$ cat src/rtl/stopwatch_ctrl_if.sv
// Button inputs and BCD/status outputs of the stopwatch controller, bundled as one port.
interface stopwatch_ctrl_if;
    logic        btn_start_n_i;
    logic        btn_clear_n_i;
    logic [15:0] bcd_o;
    logic        running_o;
    logic        tick_o;
    logic        wrap_o;

    // Drives the raw buttons and observes the count (board glue or bench).
    modport master (
        output btn_start_n_i, btn_clear_n_i,
        input  bcd_o, running_o, tick_o, wrap_o
    );

    // The stopwatch controller itself.
    modport slave (
        input  btn_start_n_i, btn_clear_n_i,
        output bcd_o, running_o, tick_o, wrap_o
    );
endinterface

$ cat src/rtl/stopwatch_ctrl.sv
// Start/pause/clear stopwatch: two raw active-low buttons in, a 4-digit BCD
// seconds count out, ready for the 7-segment scan/decode stage.
module stopwatch_ctrl #(
    parameter int TICK_DIV        = 49999999,
    parameter int DEBOUNCE_CYCLES = 999999
) (
    input  logic             clk_i,
    input  logic             rst_n_i,
    stopwatch_ctrl_if.slave  bus
);

    localparam int DB_W = (DEBOUNCE_CYCLES > 0) ? $clog2(DEBOUNCE_CYCLES + 1) : 1;
    localparam int PS_W = (TICK_DIV > 0) ? $clog2(TICK_DIV + 1) : 1;

    typedef enum logic [1:0] {IDLE, RUN, PAUSE} state_t;

    logic [1:0] raw;
    logic [1:0] press;

    // Index 0 is start, index 1 is clear; both go through the same input path.
    assign raw = {bus.btn_clear_n_i, bus.btn_start_n_i};

    generate
        for (genvar gi = 0; gi < 2; gi++) begin : g_btn
            logic            sync1_reg;
            logic            sync2_reg;
            logic            stable_reg;
            logic            stable_d_reg;
            logic            stable_dd_reg;
            logic            press_reg;
            logic [DB_W-1:0] cnt_reg;

            // Synchronize, debounce, then flag a press on the retimed stable 1->0 edge.
            always_ff @(posedge clk_i) begin
                if (!rst_n_i) begin
                    sync1_reg     <= 1'b1;
                    sync2_reg     <= 1'b1;
                    stable_reg    <= 1'b1;
                    stable_d_reg  <= 1'b1;
                    stable_dd_reg <= 1'b1;
                    press_reg     <= 1'b0;
                    cnt_reg       <= '0;
                end else begin
                    sync1_reg <= raw[gi];
                    sync2_reg <= sync1_reg;
                    if (sync2_reg != stable_reg) begin
                        if (cnt_reg == DB_W'(DEBOUNCE_CYCLES)) begin
                            stable_reg <= sync2_reg;
                            cnt_reg    <= '0;
                        end else begin
                            cnt_reg <= cnt_reg + DB_W'(1);
                        end
                    end else begin
                        cnt_reg <= '0;
                    end
                    stable_d_reg  <= stable_reg;
                    stable_dd_reg <= stable_d_reg;
                    press_reg     <= stable_dd_reg & ~stable_d_reg;
                end
            end

            assign press[gi] = press_reg;
        end
    endgenerate

    logic            start_evt;
    logic            clear_evt;
    state_t          state_reg;
    logic [PS_W-1:0] presc_reg;
    logic [15:0]     bcd_reg;
    logic [15:0]     bcd_next;
    logic            all_nine;
    logic            running_reg;
    logic            tick_reg;
    logic            wrap_reg;

    assign start_evt = press[0];
    assign clear_evt = press[1];

    // Ripple BCD increment: a 9 rolls to 0 and carries, so no digit ever holds 10..15.
    always_comb begin
        bcd_next = bcd_reg;
        all_nine = 1'b1;
        for (int i = 0; i < 4; i++) begin
            if (all_nine) begin
                if (bcd_reg[4*i +: 4] == 4'd9) begin
                    bcd_next[4*i +: 4] = 4'd0;
                end else begin
                    bcd_next[4*i +: 4] = bcd_reg[4*i +: 4] + 4'd1;
                    all_nine = 1'b0;
                end
            end
        end
    end

    // Control FSM with prescaler and count; clear beats start, a pause lets a same-cycle step finish.
    always_ff @(posedge clk_i) begin
        if (!rst_n_i) begin
            state_reg   <= IDLE;
            presc_reg   <= '0;
            bcd_reg     <= '0;
            running_reg <= 1'b0;
            tick_reg    <= 1'b0;
            wrap_reg    <= 1'b0;
        end else begin
            tick_reg <= 1'b0;
            wrap_reg <= 1'b0;
            case (state_reg)
                IDLE: begin
                    if (!clear_evt && start_evt) begin
                        state_reg   <= RUN;
                        running_reg <= 1'b1;
                        presc_reg   <= '0;
                    end
                end
                RUN: begin
                    if (clear_evt) begin
                        state_reg   <= IDLE;
                        running_reg <= 1'b0;
                        presc_reg   <= '0;
                        bcd_reg     <= '0;
                    end else begin
                        if (presc_reg == PS_W'(TICK_DIV)) begin
                            presc_reg <= '0;
                            bcd_reg   <= bcd_next;
                            tick_reg  <= 1'b1;
                            wrap_reg  <= all_nine;
                        end else begin
                            presc_reg <= presc_reg + PS_W'(1);
                        end
                        if (start_evt) begin
                            state_reg   <= PAUSE;
                            running_reg <= 1'b0;
                        end
                    end
                end
                PAUSE: begin
                    if (clear_evt) begin
                        state_reg <= IDLE;
                        presc_reg <= '0;
                        bcd_reg   <= '0;
                    end else if (start_evt) begin
                        state_reg   <= RUN;
                        running_reg <= 1'b1;
                    end
                end
                default: begin
                    state_reg   <= IDLE;
                    running_reg <= 1'b0;
                end
            endcase
        end
    end

    assign bus.bcd_o     = bcd_reg;
    assign bus.running_o = running_reg;
    assign bus.tick_o    = tick_reg;
    assign bus.wrap_o    = wrap_reg;

endmodule
$ cat src/flat_wrapper.sv
// flat-port wrapper written by rule: the top's interface ports become plain ports
module stopwatch_ctrl_flat 
#(
    parameter int TICK_DIV        = 49999999,
    parameter int DEBOUNCE_CYCLES = 999999
)
  (clk_i, rst_n_i, bus_btn_start_n_i, bus_btn_clear_n_i, bus_bcd_o, bus_running_o, bus_tick_o, bus_wrap_o);
  stopwatch_ctrl_if bus_i ();
  input  logic clk_i;
  input  logic rst_n_i;
  input wire logic [$bits(bus_i.btn_start_n_i)-1:0] bus_btn_start_n_i;
  input wire logic [$bits(bus_i.btn_clear_n_i)-1:0] bus_btn_clear_n_i;
  output wire logic [$bits(bus_i.bcd_o)-1:0] bus_bcd_o;
  output wire logic [$bits(bus_i.running_o)-1:0] bus_running_o;
  output wire logic [$bits(bus_i.tick_o)-1:0] bus_tick_o;
  output wire logic [$bits(bus_i.wrap_o)-1:0] bus_wrap_o;
  assign bus_i.btn_start_n_i = bus_btn_start_n_i;
  assign bus_i.btn_clear_n_i = bus_btn_clear_n_i;
  assign bus_bcd_o = bus_i.bcd_o;
  assign bus_running_o = bus_i.running_o;
  assign bus_tick_o = bus_i.tick_o;
  assign bus_wrap_o = bus_i.wrap_o;
  stopwatch_ctrl #(.TICK_DIV(TICK_DIV), .DEBOUNCE_CYCLES(DEBOUNCE_CYCLES)) u_core (.clk_i(clk_i), .rst_n_i(rst_n_i), .bus(bus_i));
endmodule
$ cat config.mk
export PLATFORM = sky130hd
export DESIGN_NAME = stopwatch_ctrl_flat
export DESIGN_NICKNAME = d
export VERILOG_FILES = /design/src/rtl/stopwatch_ctrl_if.sv /design/src/rtl/stopwatch_ctrl.sv /design/src/flat_wrapper.sv
export SDC_FILE = /design/constraint.sdc
export NUM_CORES = 1
export LEC_CHECK = 0
export CAP_MARGIN = 20
export CORE_ASPECT_RATIO = 1.1
export CORE_MARGIN = 5
export CORE_UTILIZATION = 35
export CTS_CLUSTER_DIAMETER = 100
export DETAILED_ROUTE_END_ITERATION = 8
export PLACE_DENSITY = 0.48
export SYNTH_ARGS = -nofsm -noshare
export SYNTH_HDL_FRONTEND = slang
export SYNTH_SLANG_ARGS = --single-unit
$ cat constraint.sdc
create_clock -name clk_i -period 4.8 [get_ports clk_i]
set_clock_uncertainty 0.2 [all_clocks]
set_input_delay 0.72 -clock clk_i [delete_from_list [all_inputs] [get_ports clk_i]]
set_output_delay 0.72 -clock clk_i [all_outputs]
set_load 0.02 [all_outputs]
==> run metrics, run 1 <==
most frequent cells in the layout=dfxtp_1 (99), nor2_1 (94), nand2_1 (36); LEAKAGE=1.77 nW; Fmax=between 300 and 400 MHz; IO Count=23; Hold Crit Class=reg2reg; CP Max Fanout=13; P per Cell Area=320 nW/µm²; layout cells sized above 1=just over 5%; Synth-to-Final Area Change=14.4%; postcts setup bufs=0; max cap viols=0; Clock Pin Slew Worst Setup and Hold Paths=approximately 0.080 ns; die area=roughly 16000 µm²; gpl congestion=between 0.7 and 0.8; initial antenna violation count=0; mean post-synth cell area=8.61 µm²; Synth cell types=51; Worst-Margin Slew=0.880 ns; Slew HR=around 41%; Die W=119 µm; CP required=around 4.9 ns; post-CTS sizing=0; Synth top area share=between 40% and 50%; critical-path cell list=ha_1 > nand3_1 > or4_1 > nor3_2 > and3_1 > mux2i_1; Worst EP arrival=a little under 3 ns; Diodes inserted=0; first-pass GRT wire length=16400 µm; total CTS buffers=9; CTS Buffer Depth=2; area leader, netlist=dfxtp_1; Critical-path top delay cell=nor3_2; drc violations=0; ys flop type=dfxtp_1; Worst setup EP type=flop; Seq/Total Area, Yosys=approximately 43%; Root Buffer=clkbuf_16; row cnt=44; Via density=roughly 5.1; Starting DRT DRC Count=between 100 and 150; CP bufs+invs=0; cell area after layout=5270 µm²; PortBufs=22; vias in the first global route=around 3500; first-pass detailed-route iteration total=4; Yosys Warn Count=0; Avg WL per Cell=13.2 µm; commonest non-fill, non-tap cell in the layout=dfxtp_1; fin crit share=about three fifths; Async SR Flop Fraction=0%; slowest cell delay on critical path=0.69 ns; Worst VDD drop=around 0.17 mV; top post-synthesis cells by area=dfxtp_1 (43%), nor2_1 (7.7%), xor2_1 (6.1%); RSZ-0062 raised after global routing=no; WS Path Type=reg2reg; CTS tree=built; CP top delay family=simple AND/OR/NAND/NOR gates; routed via count=approximately 3700; Max Slew Vio Count=0; Detailed Route WL=9560 µm; pin count of the biggest net entering global routing=26; synthesized area=~4600 µm²; outcome=completed; grt ovf=0; H-tree lvl count=3; Cells after Synth=535; placed instance area=4990 µm²; Final min period=2.80 ns; final hold viol count=0; EDFF count, synth=0; Core Footprint=between 10000 and 15000 µm²; Yosys reg bits=99; Clock Latency Late Sink=0.36 ns; cts hold-fix bufs=0; Initial Utilization=a little over a third; die height=130 µm; # clock sinks=99; Final setup viols=0; CP startpoint kind=flop; GRT Util Overall=around 13%; # nets final=roughly 580; Largest register FFs=40; Antenna Nets Post-Route=0; DP Wirelength=between 6000 and 7000 µm; post-synth net total=554; Final Util=40.4%; hold slack=between 0.2 and 0.25 ns; Fin Setup TNS=0 ns
==> routing by layer <==
metal | GRT usage, % | vias up | part of all wire [%]
li1 | - | 1902 | -
met1 | 15.9 | 1717 | 48
met3 | 2.38 | 13 | 3.1
met5 | 0 | - | 0
met4 | 6.87 | 0 | 2.3
met2 | 21.6 | 47 | 46
==> final timing paths <==
check,from,end,slack (ns),depth (start not counted)
max,u_core.presc_reg[0],u_core.bus.bcd_o[13],2.00,6
min,u_core.g_btn[0].stable_dd_reg,u_core.g_btn[0].press_reg,0.20,2
max reg2reg,u_core.presc_reg[0],u_core.bus.bcd_o[13],2.00,6
min reg2reg,u_core.g_btn[0].stable_dd_reg,u_core.g_btn[0].press_reg,0.20,2
==> worst min-delay path, delay by kind of cell, from the launching register on <==
kind / cells / cell delay, ns
buffers and inverters: 1 / 0.04
AND/OR/NAND/NOR: 1 / 0.03
flip-flops: 1 / 0.30
==> synthesized netlist by cell type, types with 6 or more instances <==
library cell and number:
a21oi_1 7, and3_1 14, clkbuf_1 9, dfxtp_1 99
ha_1 15, inv_1 17, nand2_1 36, nand2b_1 14
nand3_1 33, nand3b_1 7, nand4_1 21, nor2_1 94
nor3_1 14, nor4_1 15, o21ai_0 10, or4_1 6
xnor2_1 30, xor2_1 32
==> through the flow <==
| step | std cells | total power [mW] | setup slack, ns |
|---|---|---|---|
| 3_3_place_gp | 706 | 1.01 | 1.92 |
| 3_5_place_dp | 706 | 1.01 | 1.89 |
| 6_report | 722 | 1.69 | 2.00 |
| 4_1_cts | 722 | 1.72 | 1.98 |
| 2_1_floorplan | 535 | 0.968 | 2.57 |
| 5_1_grt | 722 | 1.77 | 1.78 |
==> logic make-up (layout without fill, tap and decap cells) <==
logic type | count (synthesis) | count (layout) | share of synthesized area, %
AO/OA/AOI/OAI | 42 | 42 | 6.22
XOR/XNOR | 62 | 62 | 11.8
adder cells (fa/ha/maj) | 15 | 15 | 4.07
buffers and inverters | 32 | 58 | 2.74
flip-flops | 99 | 99 | 43.0
multiplexers | 5 | 5 | 1.09
AND/OR/NAND/NOR | 280 | 280 | 31.1
==> final cells by class <==
class	count	area, µm²
timing repair buffer	25	243
clock inverter	7	58.8
sequential	99	1980
tap	161	201
fill	1332	7770
clock buffer	9	225
inverter	17	63.8
multi-input combinational	404	2500
==> where the power goes <==
group | internal, mW | switching, mW
clock | 0.360 | 0.337
sequential | 0.833 | 0.0125
combinational | 0.0481 | 0.0976
No activity file was read; power rests on OpenSTA's default activity.
==> inputs of run 2 (changes only) <==
==> constraint.sdc (replaced) <==
create_clock -name clk_i -period 2.6 [get_ports clk_i]
set_clock_uncertainty 0.2 [all_clocks]
set_input_delay 0.39 -clock clk_i [delete_from_list [all_inputs] [get_ports clk_i]]
set_output_delay 0.39 -clock clk_i [all_outputs]
set_load 0.02 [all_outputs]
==> run metrics, run 2 (same netlist as run 1, synthesis figures left out) <==
outcome=completed; grt ovf=0; Placed Cells incl. Taps=approximately 700; Avg WL per Cell=between 10 and 15 µm; WS Path Type=reg2reg; top sig layer=met4; Via density=5.04; vias in the first global route=around 3500; CP top delay family=simple AND/OR/NAND/NOR gates; max cap viols=0; PortBufs=22; Slew HR=between 60 and 70%; IO Count=23; Core Footprint=roughly 13000 µm²; P per Cell Area=582 nW/µm²; Final Non-Filler Cells=between 700 and 800; CP required=2.68 ns; GRT Util Overall=between 10% and 20%; Worst-Margin Slew=roughly 0.57 ns; Largest register FFs=40; M1 WL=approximately 4700 µm; Worst setup EP type=flop; pre-CTS worst setup slack=around 0.15 ns; Worst EP arrival=2.46 ns; met3 wire length=between 150 and 200 µm; register-to-register setup slack=between 0.2 and 0.25 ns; pin count of the biggest net entering global routing=26; first-pass detailed-route iteration total=4; Clock Pin Slew Worst Setup and Hold Paths=about 0.070 ns; critical-path cell list=ha_1 > nand3_1 > nor4_1 > a21oi_1 > or4_1 > a21oi_1; Final setup viols=0; Detailed Route WL=approximately 9400 µm; most frequent cells in the layout=dfxtp_1 (99), nor2_1 (94), nand2_1 (36); setup ws final=between 0.2 and 0.25 ns; Most common cell on crit path=a21oi_1; H-tree lvl count=3; routed wl met2=approximately 4400 µm; cell area after layout=about 5400 µm²; placed instance area=5080 µm²; die height=~130 µm; Synth-to-Final Area Change=16.5%; Antenna Nets Post-Route=0; Root Buffer=clkbuf_16; Worst VDD drop=~0.32 mV; Multi-input gate area=around 2500 µm²; layout cells sized above 1=a little over 7%; Initial Utilization=35.3%; CP bufs+invs=0; Max Slew Vio Count=0; CTS tree=built; CTS Buffer Depth=2; slowest cell delay on critical path=~0.55 ns; drc violations=0; LEAKAGE=roughly 1.8 nW; # clock sinks=99; DP Wirelength=a little under 7000 µm; Fin Setup TNS=0 ns; # nets final=approximately 590; total CTS buffers=9; final hold viol count=0; fin crit share=91.4%; Diodes inserted=0; die area=15600 µm²; Fmax=approximately 420 MHz; commonest non-fill, non-tap cell in the layout=dfxtp_1; register area=around 2000 µm²; CP startpoint kind=flop; routed via count=approximately 3700; Final min period=2.38 ns; gpl congestion=0.769; Die W=119 µm; first-pass GRT wire length=~16000 µm; row cnt=between 40 and 50; cts hold-fix bufs=0; Critical-path top delay cell=or4_1; RSZ-0062 raised after global routing=no; Hold Crit Class=reg2reg; CP Max Fanout=9; Clock Latency Late Sink=0.35 ns; initial antenna violation count=0; Power, Total=roughly 3.1 mW; Starting DRT DRC Count=155; fill count=between 1000 and 1500
## run 2: changes by cell type in the layout (fill, tap and decap cells not counted), sizes merged
cell / previous run / this run
clkinv: 3 / 2
inv: 20 / 21
buf: 3 / 14
## run 2: path summary, 6_finish.rpt
check | from | end | cells after the start
max | u_core.presc_reg[0] | u_core.bus.bcd_o[1] | 6
min | u_core.g_btn[0].stable_dd_reg | u_core.g_btn[0].press_reg | 2
max reg2reg | u_core.presc_reg[0] | u_core.bus.bcd_o[1] | 6
min reg2reg | u_core.g_btn[0].stable_dd_reg | u_core.g_btn[0].press_reg | 2
## run 2: repair_timing
item,4_1_cts,5_1_grt
setup endpoints to repair,0,4
gates resized for setup,0,1
setup buffers,0,0
## run 2: worst reg2reg max path: stages, from the launching register on
cell and delay [ns]:
dfxtp_1 0.39, ha_1 0.25, nand3_1 0.14, nor4_1 0.36, a21oi_1 0.26, or4_1 0.55, a21oi_1 0.15
## run 2: power by group
group / internal, mW / total, mW / switching, mW
Sequential: 1.54 / 1.56 / 0.0246
Combinational: 0.101 / 0.284 / 0.182
Clock: 0.663 / 1.28 / 0.617
Total: 2.30 / 3.12 / 0.824
## run 2: stage by stage
| step | hold slack (ns) | util (%) |
|---|---|---|
| final | 0.206 | 41.1 |
| after global routing | 0.210 | 41.1 |
| after CTS | 0.207 | 41.1 |
| after detailed placement | 0.200 | 39.0 |
| after global placement | 0.190 | 39.0 |
| after floorplan | 0.186 | - |
## run 2: cell type report
| cell class | instances | share of cell area [%] |
|---|---|---|
| clock inverters | 7 | 1.05 |
| inverters | 17 | 1.19 |
| flip-flops and latches | 99 | 36.9 |
| multi-input cells | 404 | 46.6 |
| well taps | 161 | 3.75 |
| clock buffers | 9 | 4.20 |
| repair buffers | 36 | 6.29 |
## run 2: per-layer routing
layer	GRT usage, %	vias to the layer above
met2	21.4	33
met4	4.78	0
met5	0	-
li1	-	1936
met3	3.03	10
met1	16.0	1714
==> inputs of run 3 (changes only) <==
--- a/config.mk
+++ b/config.mk
@@ -5,12 +5,13 @@
 export SDC_FILE = /design/constraint.sdc
 export NUM_CORES = 1
 export LEC_CHECK = 0
-export CAP_MARGIN = 20
 export CORE_ASPECT_RATIO = 1.1
 export CORE_MARGIN = 5
 export CORE_UTILIZATION = 35
+export CTS_BUF_LIST = sky130_fd_sc_hd__clkbuf_16
 export CTS_CLUSTER_DIAMETER = 100
 export DETAILED_ROUTE_END_ITERATION = 8
+export GPL_ROUTABILITY_DRIVEN = 0
 export PLACE_DENSITY = 0.48
 export SYNTH_ARGS = -nofsm -noshare
 export SYNTH_HDL_FRONTEND = slang
==> results of run 3 <==
The final DEF is identical to that of run 2; final timing and power are the same.
